<file path="src/rtl/riscv_mc_pkg.sv">
// Shared types and encodings for the multicycle RV32I controller.
// Holds the FSM state type, opcodes, mux-select codes and the immediate-format decode.
package riscv_mc_pkg;

    typedef enum logic [3:0] {
        S_FETCH, S_DECODE, S_MEMADR, S_MEMREAD, S_MEMWB, S_MEMWRITE,
        S_EXECR, S_EXECI, S_ALUWB, S_BRANCH, S_JAL, S_JALR,
        S_LINK, S_LUI, S_AUIPC, S_FAULT
    } state_t;

    // The ALU decoder either forces add/sub or decodes funct3 for EXECR/EXECI.
    typedef enum logic [1:0] {
        ALUC_ADD, ALUC_SUB, ALUC_FUNCT
    } alu_class_t;

    localparam logic [6:0] OP_LOAD   = 7'b0000011;
    localparam logic [6:0] OP_STORE  = 7'b0100011;
    localparam logic [6:0] OP_RTYPE  = 7'b0110011;
    localparam logic [6:0] OP_ITYPE  = 7'b0010011;
    localparam logic [6:0] OP_BRANCH = 7'b1100011;
    localparam logic [6:0] OP_JAL    = 7'b1101111;
    localparam logic [6:0] OP_JALR   = 7'b1100111;
    localparam logic [6:0] OP_LUI    = 7'b0110111;
    localparam logic [6:0] OP_AUIPC  = 7'b0010111;

    localparam logic [3:0] ALU_ADD  = 4'b0000;
    localparam logic [3:0] ALU_SUB  = 4'b0001;
    localparam logic [3:0] ALU_AND  = 4'b0010;
    localparam logic [3:0] ALU_OR   = 4'b0011;
    localparam logic [3:0] ALU_XOR  = 4'b0100;
    localparam logic [3:0] ALU_SLT  = 4'b0101;
    localparam logic [3:0] ALU_SRL  = 4'b0110;
    localparam logic [3:0] ALU_SRA  = 4'b0111;
    localparam logic [3:0] ALU_SLL  = 4'b1000;
    localparam logic [3:0] ALU_SLTU = 4'b1001;

    localparam logic [2:0] IMM_I = 3'b000;
    localparam logic [2:0] IMM_S = 3'b001;
    localparam logic [2:0] IMM_B = 3'b010;
    localparam logic [2:0] IMM_J = 3'b011;
    localparam logic [2:0] IMM_U = 3'b100;

    localparam logic [1:0] RES_ALUOUT = 2'b00;
    localparam logic [1:0] RES_DATA   = 2'b01;
    localparam logic [1:0] RES_ALURES = 2'b10;

    localparam logic [1:0] SRCA_PC    = 2'b00;
    localparam logic [1:0] SRCA_OLDPC = 2'b01;
    localparam logic [1:0] SRCA_RS1   = 2'b10;
    localparam logic [1:0] SRCA_ZERO  = 2'b11;

    localparam logic [1:0] SRCB_RS2   = 2'b00;
    localparam logic [1:0] SRCB_IMM   = 2'b01;
    localparam logic [1:0] SRCB_FOUR  = 2'b10;

    function automatic logic [2:0] imm_src_of(input logic [6:0] op);
        case (op)
            OP_LOAD, OP_ITYPE, OP_JALR: return IMM_I;
            OP_STORE:                   return IMM_S;
            OP_BRANCH:                  return IMM_B;
            OP_JAL:                     return IMM_J;
            OP_LUI, OP_AUIPC:           return IMM_U;
            default:                    return IMM_I;
        endcase
    endfunction

endpackage

</file>
<file path="src/rtl/mc_alu_dec.sv">
// Combinational ALU operation decoder for the multicycle controller.
// Outside EXECR/EXECI the controller requests a fixed add or sub.
module mc_alu_dec
    import riscv_mc_pkg::*;
(
    input  alu_class_t  alu_class,
    input  logic [2:0]  funct3,
    input  logic        funct7b5,
    input  logic        op5,
    output logic [3:0]  ALUControl
);

    always_comb begin
        ALUControl = ALU_ADD;
        case (alu_class)
            ALUC_SUB: ALUControl = ALU_SUB;
            ALUC_FUNCT: begin
                case (funct3)
                    // Only R-type (op[5]=1) can subtract; addi ignores bit 30.
                    3'b000:  ALUControl = (funct7b5 && op5) ? ALU_SUB : ALU_ADD;
                    3'b001:  ALUControl = ALU_SLL;
                    3'b010:  ALUControl = ALU_SLT;
                    3'b011:  ALUControl = ALU_SLTU;
                    3'b100:  ALUControl = ALU_XOR;
                    3'b101:  ALUControl = funct7b5 ? ALU_SRA : ALU_SRL;
                    3'b110:  ALUControl = ALU_OR;
                    default: ALUControl = ALU_AND;
                endcase
            end
            default: ALUControl = ALU_ADD;
        endcase
    end

endmodule

</file>
<file path="src/rtl/multicycle_ctrl.sv">
// Multicycle RV32I control FSM sequencing a shared-ALU, single-port-memory datapath.
//
// state    | meaning
// FETCH    | read instruction at PC, PC <= PC+4 on MemReady
// DECODE   | ALUOut <= OldPC + imm (branch/jal target)
// MEMADR   | ALUOut <= rs1 + imm (load/store address)
// MEMREAD  | read data at ALUOut
// MEMWB    | rd <= Data
// MEMWRITE | write rs2 at ALUOut until MemReady
// EXECR    | rs1 op rs2
// EXECI    | rs1 op imm
// ALUWB    | rd <= ALUOut
// BRANCH   | compare rs1-rs2, PC <= target if taken
// JAL      | PC <= target, ALUOut <= OldPC+4
// JALR     | PC <= (rs1+imm) & ~1
// LINK     | ALUOut <= OldPC+4
// LUI      | ALUOut <= 0 + imm
// AUIPC    | ALUOut <= OldPC + imm
// FAULT    | illegal opcode or memory timeout; held until reset
module multicycle_ctrl
    import riscv_mc_pkg::*;
#(
    parameter int MEM_TIMEOUT = 15
) (
    input  logic        clk,
    input  logic        reset,
    input  logic [6:0]  op,
    input  logic [2:0]  funct3,
    input  logic        funct7b5,
    input  logic        Zero,
    input  logic        Lt,
    input  logic        Ltu,
    input  logic        MemReady,
    output logic        PCWrite,
    output logic        AdrSrc,
    output logic        MemWrite,
    output logic        IRWrite,
    output logic        RegWrite,
    output logic [1:0]  ResultSrc,
    output logic [1:0]  ALUSrcA,
    output logic [1:0]  ALUSrcB,
    output logic [2:0]  ImmSrc,
    output logic [3:0]  ALUControl,
    output logic        PCLsbClr,
    output logic        InstrDone,
    output logic        Fault
);

    localparam logic [7:0] TIMEOUT_CNT = 8'(MEM_TIMEOUT);

    state_t     state, next_state;
    logic [7:0] wait_cnt;
    logic       mem_state, timeout, taken;
    alu_class_t alu_class;
    logic       pc_write, mem_write, ir_write, reg_write, pc_lsb_clr, instr_done;

    assign mem_state = (state == S_FETCH) || (state == S_MEMREAD) || (state == S_MEMWRITE);
    assign timeout   = mem_state && !MemReady && (wait_cnt == TIMEOUT_CNT);

    always_ff @(posedge clk or posedge reset) begin
        if (reset) begin
            state    <= S_FETCH;
            wait_cnt <= '0;
        end else begin
            state <= next_state;
            // Clearing on every transition covers entry into each memory state.
            if (next_state != state)
                wait_cnt <= '0;
            else if (mem_state && !MemReady)
                wait_cnt <= wait_cnt + 8'd1;
        end
    end

    always_comb begin
        taken = 1'b0;
        case (funct3)
            3'b000:  taken = Zero;
            3'b001:  taken = !Zero;
            3'b100:  taken = Lt;
            3'b101:  taken = !Lt;
            3'b110:  taken = Ltu;
            3'b111:  taken = !Ltu;
            default: taken = 1'b0;
        endcase
    end

    always_comb begin
        next_state = state;
        case (state)
            S_FETCH: begin
                if (timeout)       next_state = S_FAULT;
                else if (MemReady) next_state = S_DECODE;
            end
            S_DECODE: begin
                case (op)
                    OP_LOAD, OP_STORE: next_state = S_MEMADR;
                    OP_RTYPE:          next_state = S_EXECR;
                    OP_ITYPE:          next_state = S_EXECI;
                    OP_BRANCH:         next_state = S_BRANCH;
                    OP_JAL:            next_state = S_JAL;
                    OP_JALR:           next_state = S_JALR;
                    OP_LUI:            next_state = S_LUI;
                    OP_AUIPC:          next_state = S_AUIPC;
                    default:           next_state = S_FAULT;
                endcase
            end
            S_MEMADR:   next_state = op[5] ? S_MEMWRITE : S_MEMREAD;
            S_MEMREAD: begin
                if (timeout)       next_state = S_FAULT;
                else if (MemReady) next_state = S_MEMWB;
            end
            S_MEMWRITE: begin
                if (timeout)       next_state = S_FAULT;
                else if (MemReady) next_state = S_FETCH;
            end
            S_MEMWB:    next_state = S_FETCH;
            S_EXECR:    next_state = S_ALUWB;
            S_EXECI:    next_state = S_ALUWB;
            S_ALUWB:    next_state = S_FETCH;
            S_BRANCH:   next_state = S_FETCH;
            S_JAL:      next_state = S_ALUWB;
            S_JALR:     next_state = S_LINK;
            S_LINK:     next_state = S_ALUWB;
            S_LUI:      next_state = S_ALUWB;
            S_AUIPC:    next_state = S_ALUWB;
            default:    next_state = S_FAULT;
        endcase
    end

    always_comb begin
        pc_write   = 1'b0;
        mem_write  = 1'b0;
        ir_write   = 1'b0;
        reg_write  = 1'b0;
        pc_lsb_clr = 1'b0;
        instr_done = 1'b0;
        AdrSrc     = 1'b0;
        ResultSrc  = RES_ALUOUT;
        ALUSrcA    = SRCA_PC;
        ALUSrcB    = SRCB_RS2;
        alu_class  = ALUC_ADD;
        case (state)
            S_FETCH: begin
                ALUSrcB   = SRCB_FOUR;
                ResultSrc = RES_ALURES;
                ir_write  = MemReady;
                pc_write  = MemReady;
            end
            S_DECODE: begin
                ALUSrcA = SRCA_OLDPC;
                ALUSrcB = SRCB_IMM;
            end
            S_MEMADR: begin
                ALUSrcA = SRCA_RS1;
                ALUSrcB = SRCB_IMM;
            end
            S_MEMREAD: AdrSrc = 1'b1;
            S_MEMWB: begin
                ResultSrc  = RES_DATA;
                reg_write  = 1'b1;
                instr_done = 1'b1;
            end
            S_MEMWRITE: begin
                AdrSrc     = 1'b1;
                mem_write  = 1'b1;
                instr_done = MemReady;
            end
            S_EXECR: begin
                ALUSrcA   = SRCA_RS1;
                alu_class = ALUC_FUNCT;
            end
            S_EXECI: begin
                ALUSrcA   = SRCA_RS1;
                ALUSrcB   = SRCB_IMM;
                alu_class = ALUC_FUNCT;
            end
            S_ALUWB: begin
                reg_write  = 1'b1;
                instr_done = 1'b1;
            end
            S_BRANCH: begin
                ALUSrcA    = SRCA_RS1;
                alu_class  = ALUC_SUB;
                pc_write   = taken;
                instr_done = 1'b1;
            end
            S_JAL: begin
                ALUSrcA  = SRCA_OLDPC;
                ALUSrcB  = SRCB_FOUR;
                pc_write = 1'b1;
            end
            S_JALR: begin
                ALUSrcA    = SRCA_RS1;
                ALUSrcB    = SRCB_IMM;
                ResultSrc  = RES_ALURES;
                pc_write   = 1'b1;
                pc_lsb_clr = 1'b1;
            end
            S_LINK: begin
                ALUSrcA = SRCA_OLDPC;
                ALUSrcB = SRCB_FOUR;
            end
            S_LUI: begin
                ALUSrcA = SRCA_ZERO;
                ALUSrcB = SRCB_IMM;
            end
            S_AUIPC: begin
                ALUSrcA = SRCA_OLDPC;
                ALUSrcB = SRCB_IMM;
            end
            default: ;
        endcase
    end

    mc_alu_dec u_alu_dec (
        .alu_class  (alu_class),
        .funct3     (funct3),
        .funct7b5   (funct7b5),
        .op5        (op[5]),
        .ALUControl (ALUControl)
    );

    assign ImmSrc = imm_src_of(op);

    // Strobes are gated by reset so nothing fires while it is asserted, even in FETCH.
    assign PCWrite   = pc_write   && !reset;
    assign MemWrite  = mem_write  && !reset;
    assign IRWrite   = ir_write   && !reset;
    assign RegWrite  = reg_write  && !reset;
    assign PCLsbClr  = pc_lsb_clr && !reset;
    assign InstrDone = instr_done && !reset;
    assign Fault     = (state == S_FAULT) && !reset;

endmodule

</file>
<file path="config.mk">
export PLATFORM = sky130hd
export DESIGN_NAME = multicycle_ctrl
export DESIGN_NICKNAME = d
export VERILOG_FILES = /design/src/rtl/riscv_mc_pkg.sv /design/src/rtl/mc_alu_dec.sv /design/src/rtl/multicycle_ctrl.sv
export SDC_FILE = /design/constraint.sdc
export NUM_CORES = 1
export LEC_CHECK = 0
export CAP_MARGIN = 20
export CORE_UTILIZATION = 48
export DETAILED_ROUTE_END_ITERATION = 7
export PLACE_DENSITY = 0.8
export SLEW_MARGIN = 0
export SYNTH_ARGS = -nofsm -noshare
export SYNTH_HDL_FRONTEND = slang
export SYNTH_SLANG_ARGS = --single-unit
export TNS_END_PERCENT = 30
</file>
<file path="constraint.sdc">
create_clock -name clk -period 2.54 [get_ports clk]
set_input_delay 0.508 -clock clk [delete_from_list [all_inputs] [get_ports clk]]
set_output_delay 0.508 -clock clk [all_outputs]
set_load 0.05 [all_outputs]
</file>
==> flow_summary.toml <==
[outcome]
status = "finished clean"

[run]
cap_viol_max_count = 0

[grt]
use_met2_pct = 53.6
grt_max_degree = 19
use_met3_pct = 7.22
grt_pass1_vias = 1457
grt_busiest_layer = "met2"
use_met1_pct = 36.8
antenna_found_initial = 0
track_usage_pct = 30.2
grt_overflow_total = 0
grt_pass1_wl_mm = 6.56

[routing]
drc = 0
routed_via_density = 6.14
firstDrtPassIters = 4
ant_nets = 0
routedWlPerCell_um = 16.6
dr_total_vias = 1633
first_iter_violations = 54
finalWirelength_mm = 4.42

[timing]
fin_crit_ns = 2.46
setup_slack_ns = 0.0811
hold_violations = 0
maxSlewViolCount = 0
slew_headroom_pct = 65.8
setup_tns_ns = 0
tightest_slew_ns = 0.508
fin_worst_skew_ns = 0.00265
timing.fmax_mhz = 407
period_share_pct = 96.8
setup_viol = 0
rsz0062_at_grt = "true"

[clock_tree]
clock_latency_ns = 0.27
root_buffer = "clkbuf_4"
ctsHoldBuffers = 0
clk_path_buf_depth = 2
clkSinkCount = 12
numCtsBuffers = 3
clk_pin_slew_ns = 0.07
h-tree-depth = 1
cts_tree = "yes"

[die]
die_h_um = 54.9
start_util_pct = 52.3
io-pin-count = 38
rows = 18
dieWidth_um = 54.9
fp.coreArea_um2 = 2570
die_area_um2 = 3010

[power]
p_leak_nw = 0.911
clock_power_share_pct = 5.4
p_seq_share_pct = 14.3
swShare_pct = 53.9
p_int_uw = 979
ir_drop_v = 0.00104
power_mw = 2.12
pwr_density_cell_nw_per_um2 = 979
p_sw_mw = 1.14
combPwrFrac_pct = 80.3

[setup_path]
endpoint_kind = "flip-flop"
path_class = "in -> reg"
cp_max_fo = 7
r2r-end = "wait_cnt[7]$_DFFE_PP0P_"
r2r-start = "wait_cnt[0]$_DFFE_PP0P_"
cp-start-kind = "input pin"
r2r_slack_ns = 0.22
reg2reg_depth = 6
required_ns = 2.70
cp.arrival_ns = 2.62
crit_start = "op[5]"

[final_layout]
drive_gt1_share_pct = 31.8
fillers = 160
final_common_cell = "buf_4"
final_cell_mix = "buf_4 (29), buf_12 (17), nand2_1 (15)"
final_net_count = 258
area_delta_synth_final_pct = 61.7
diodes = 0

[synth]
async_flop_share_pct = 100
synth_cells = 183
ys_seq_area_share_pct = 22.4
syn-cell-area_um2 = 1340
yosysWarnings = 0
syn_nets = 203
synth_edf_count = 0
syn_avg_cell_area_um2 = 7.34
synth_seq_cells = 12
ys_types = 50
yosys_most_used_dff = "dfrtp_1"

[worst_hold_path]
min_to = "wait_cnt[0]$_DFFE_PP0P_"
hold_start = "wait_cnt[0]$_DFFE_PP0P_"
whs_path_depth = 2
hold_path.class = "reg -> reg"

[placed_design]
io_buffers = 37
pre_cts_ws_ns = -0.308
gp_congestion = 0.891
dpl.hpwl_mm = 3.36
==> per-layer routing <==
metal | part of all wire, % | routed length [um]
met5 | 0 | 0
met3 | 8.6 | 378
met2 | 51 | 2280
met1 | 39 | 1720
met4 | 1.0 | 46
==> cell usage after synthesis, types with 3 or more instances <==
cell | n | area share, %
a211oi_1 | 3 | 1.7
a21oi_1 | 12 | 4.5
and3_1 | 6 | 2.8
buf_1 | 3 | 0.84
buf_2 | 4 | 1.5
clkbuf_1 | 6 | 1.7
dfrtp_1 | 12 | 22
ha_1 | 3 | 2.8
inv_1 | 7 | 2.0
mux2i_1 | 3 | 2.2
nand2_1 | 15 | 4.2
nand2b_1 | 3 | 1.4
nand3_1 | 9 | 3.4
nand4_1 | 3 | 1.4
nor2_1 | 13 | 3.6
nor2b_1 | 8 | 3.7
nor3_1 | 9 | 3.4
nor3b_1 | 3 | 1.7
nor4_1 | 8 | 3.7
nor4b_1 | 3 | 2.0
o21ai_0 | 7 | 2.6
xnor2_1 | 5 | 3.3
xor2_1 | 6 | 3.9
==> power by group through the flow <==
stage	clock (mW)	sequential [mW]	combinational (mW)
finish	0.114	0.304	1.71
global route	0.124	0.312	1.81
CTS	0.117	0.295	1.61
detailed placement	0	0.298	1.58
global placement	0	0.292	1.54
floorplan	0	0.247	1.01
==> through the flow <==
stage	instance area, um2	util [%]	hold WS, ns	instances
finish	2170	84.6	0.618	266
global route	2170	84.6	0.649	266
CTS	2100	81.7	0.590	265
detailed placement	2060	80.1	0.576	262
global placement	2060	80.1	0.564	262
floorplan	1350	-	0.381	183
==> critical path: stages <==
cell and delay (ns):
clkdlybuf4s50_1 0.47, or4b_2 0.67, a21oi_2 0.19, o311ai_2 0.13
mux2i_2 0.20, buf_4 0.19, nor4_1 0.27
==> registers in the layout, summed over array words and instances, names as in the netlist <==
signal    count
wait_cnt      8
state         4
==> cell families after synthesis <==
logic type / after synthesis / share of synthesized area [%]
compound gates: 43 / 21.6
flops: 12 / 22.4
buf+inv: 21 / 6.24
fa+ha+maj: 3 / 2.80
simple gates: 90 / 37.6
xor+xnor: 11 / 7.18
mux: 3 / 2.24
==> what timing repair did <==
action,CTS,global route
buffers inserted,0,1
pin swaps,0,3
hold endpoints to repair,0,0
resized for setup,6,17
endpoints found under the setup margin,9,13
==> cell type report <==
cell class | instances | area, um2 | share of cell area [%]
Inverter | 8 | 30.0 | 1.38
Clock buffer | 3 | 22.5 | 1.04
Sequential cell | 12 | 304 | 14.0
Tap cell | 30 | 37.5 | 1.73
Multi-Input combinational cell | 150 | 1040 | 48.0
Timing Repair Buffer | 63 | 736 | 33.9
==> worst max path at each step <==
stage,endpoint,slack [ns]
global route,ALUControl[1],-0.007
floorplan,InstrDone,-0.27
CTS,wait_cnt[2]$_DFFE_PP0P_,0.009
detailed placement,wait_cnt[2]$_DFFE_PP0P_,-0.31
finish,wait_cnt[6]$_DFFE_PP0P_,0.08
global placement,wait_cnt[1]$_DFFE_PP0P_,-0.20
Power figures use the tool's default switching activity.
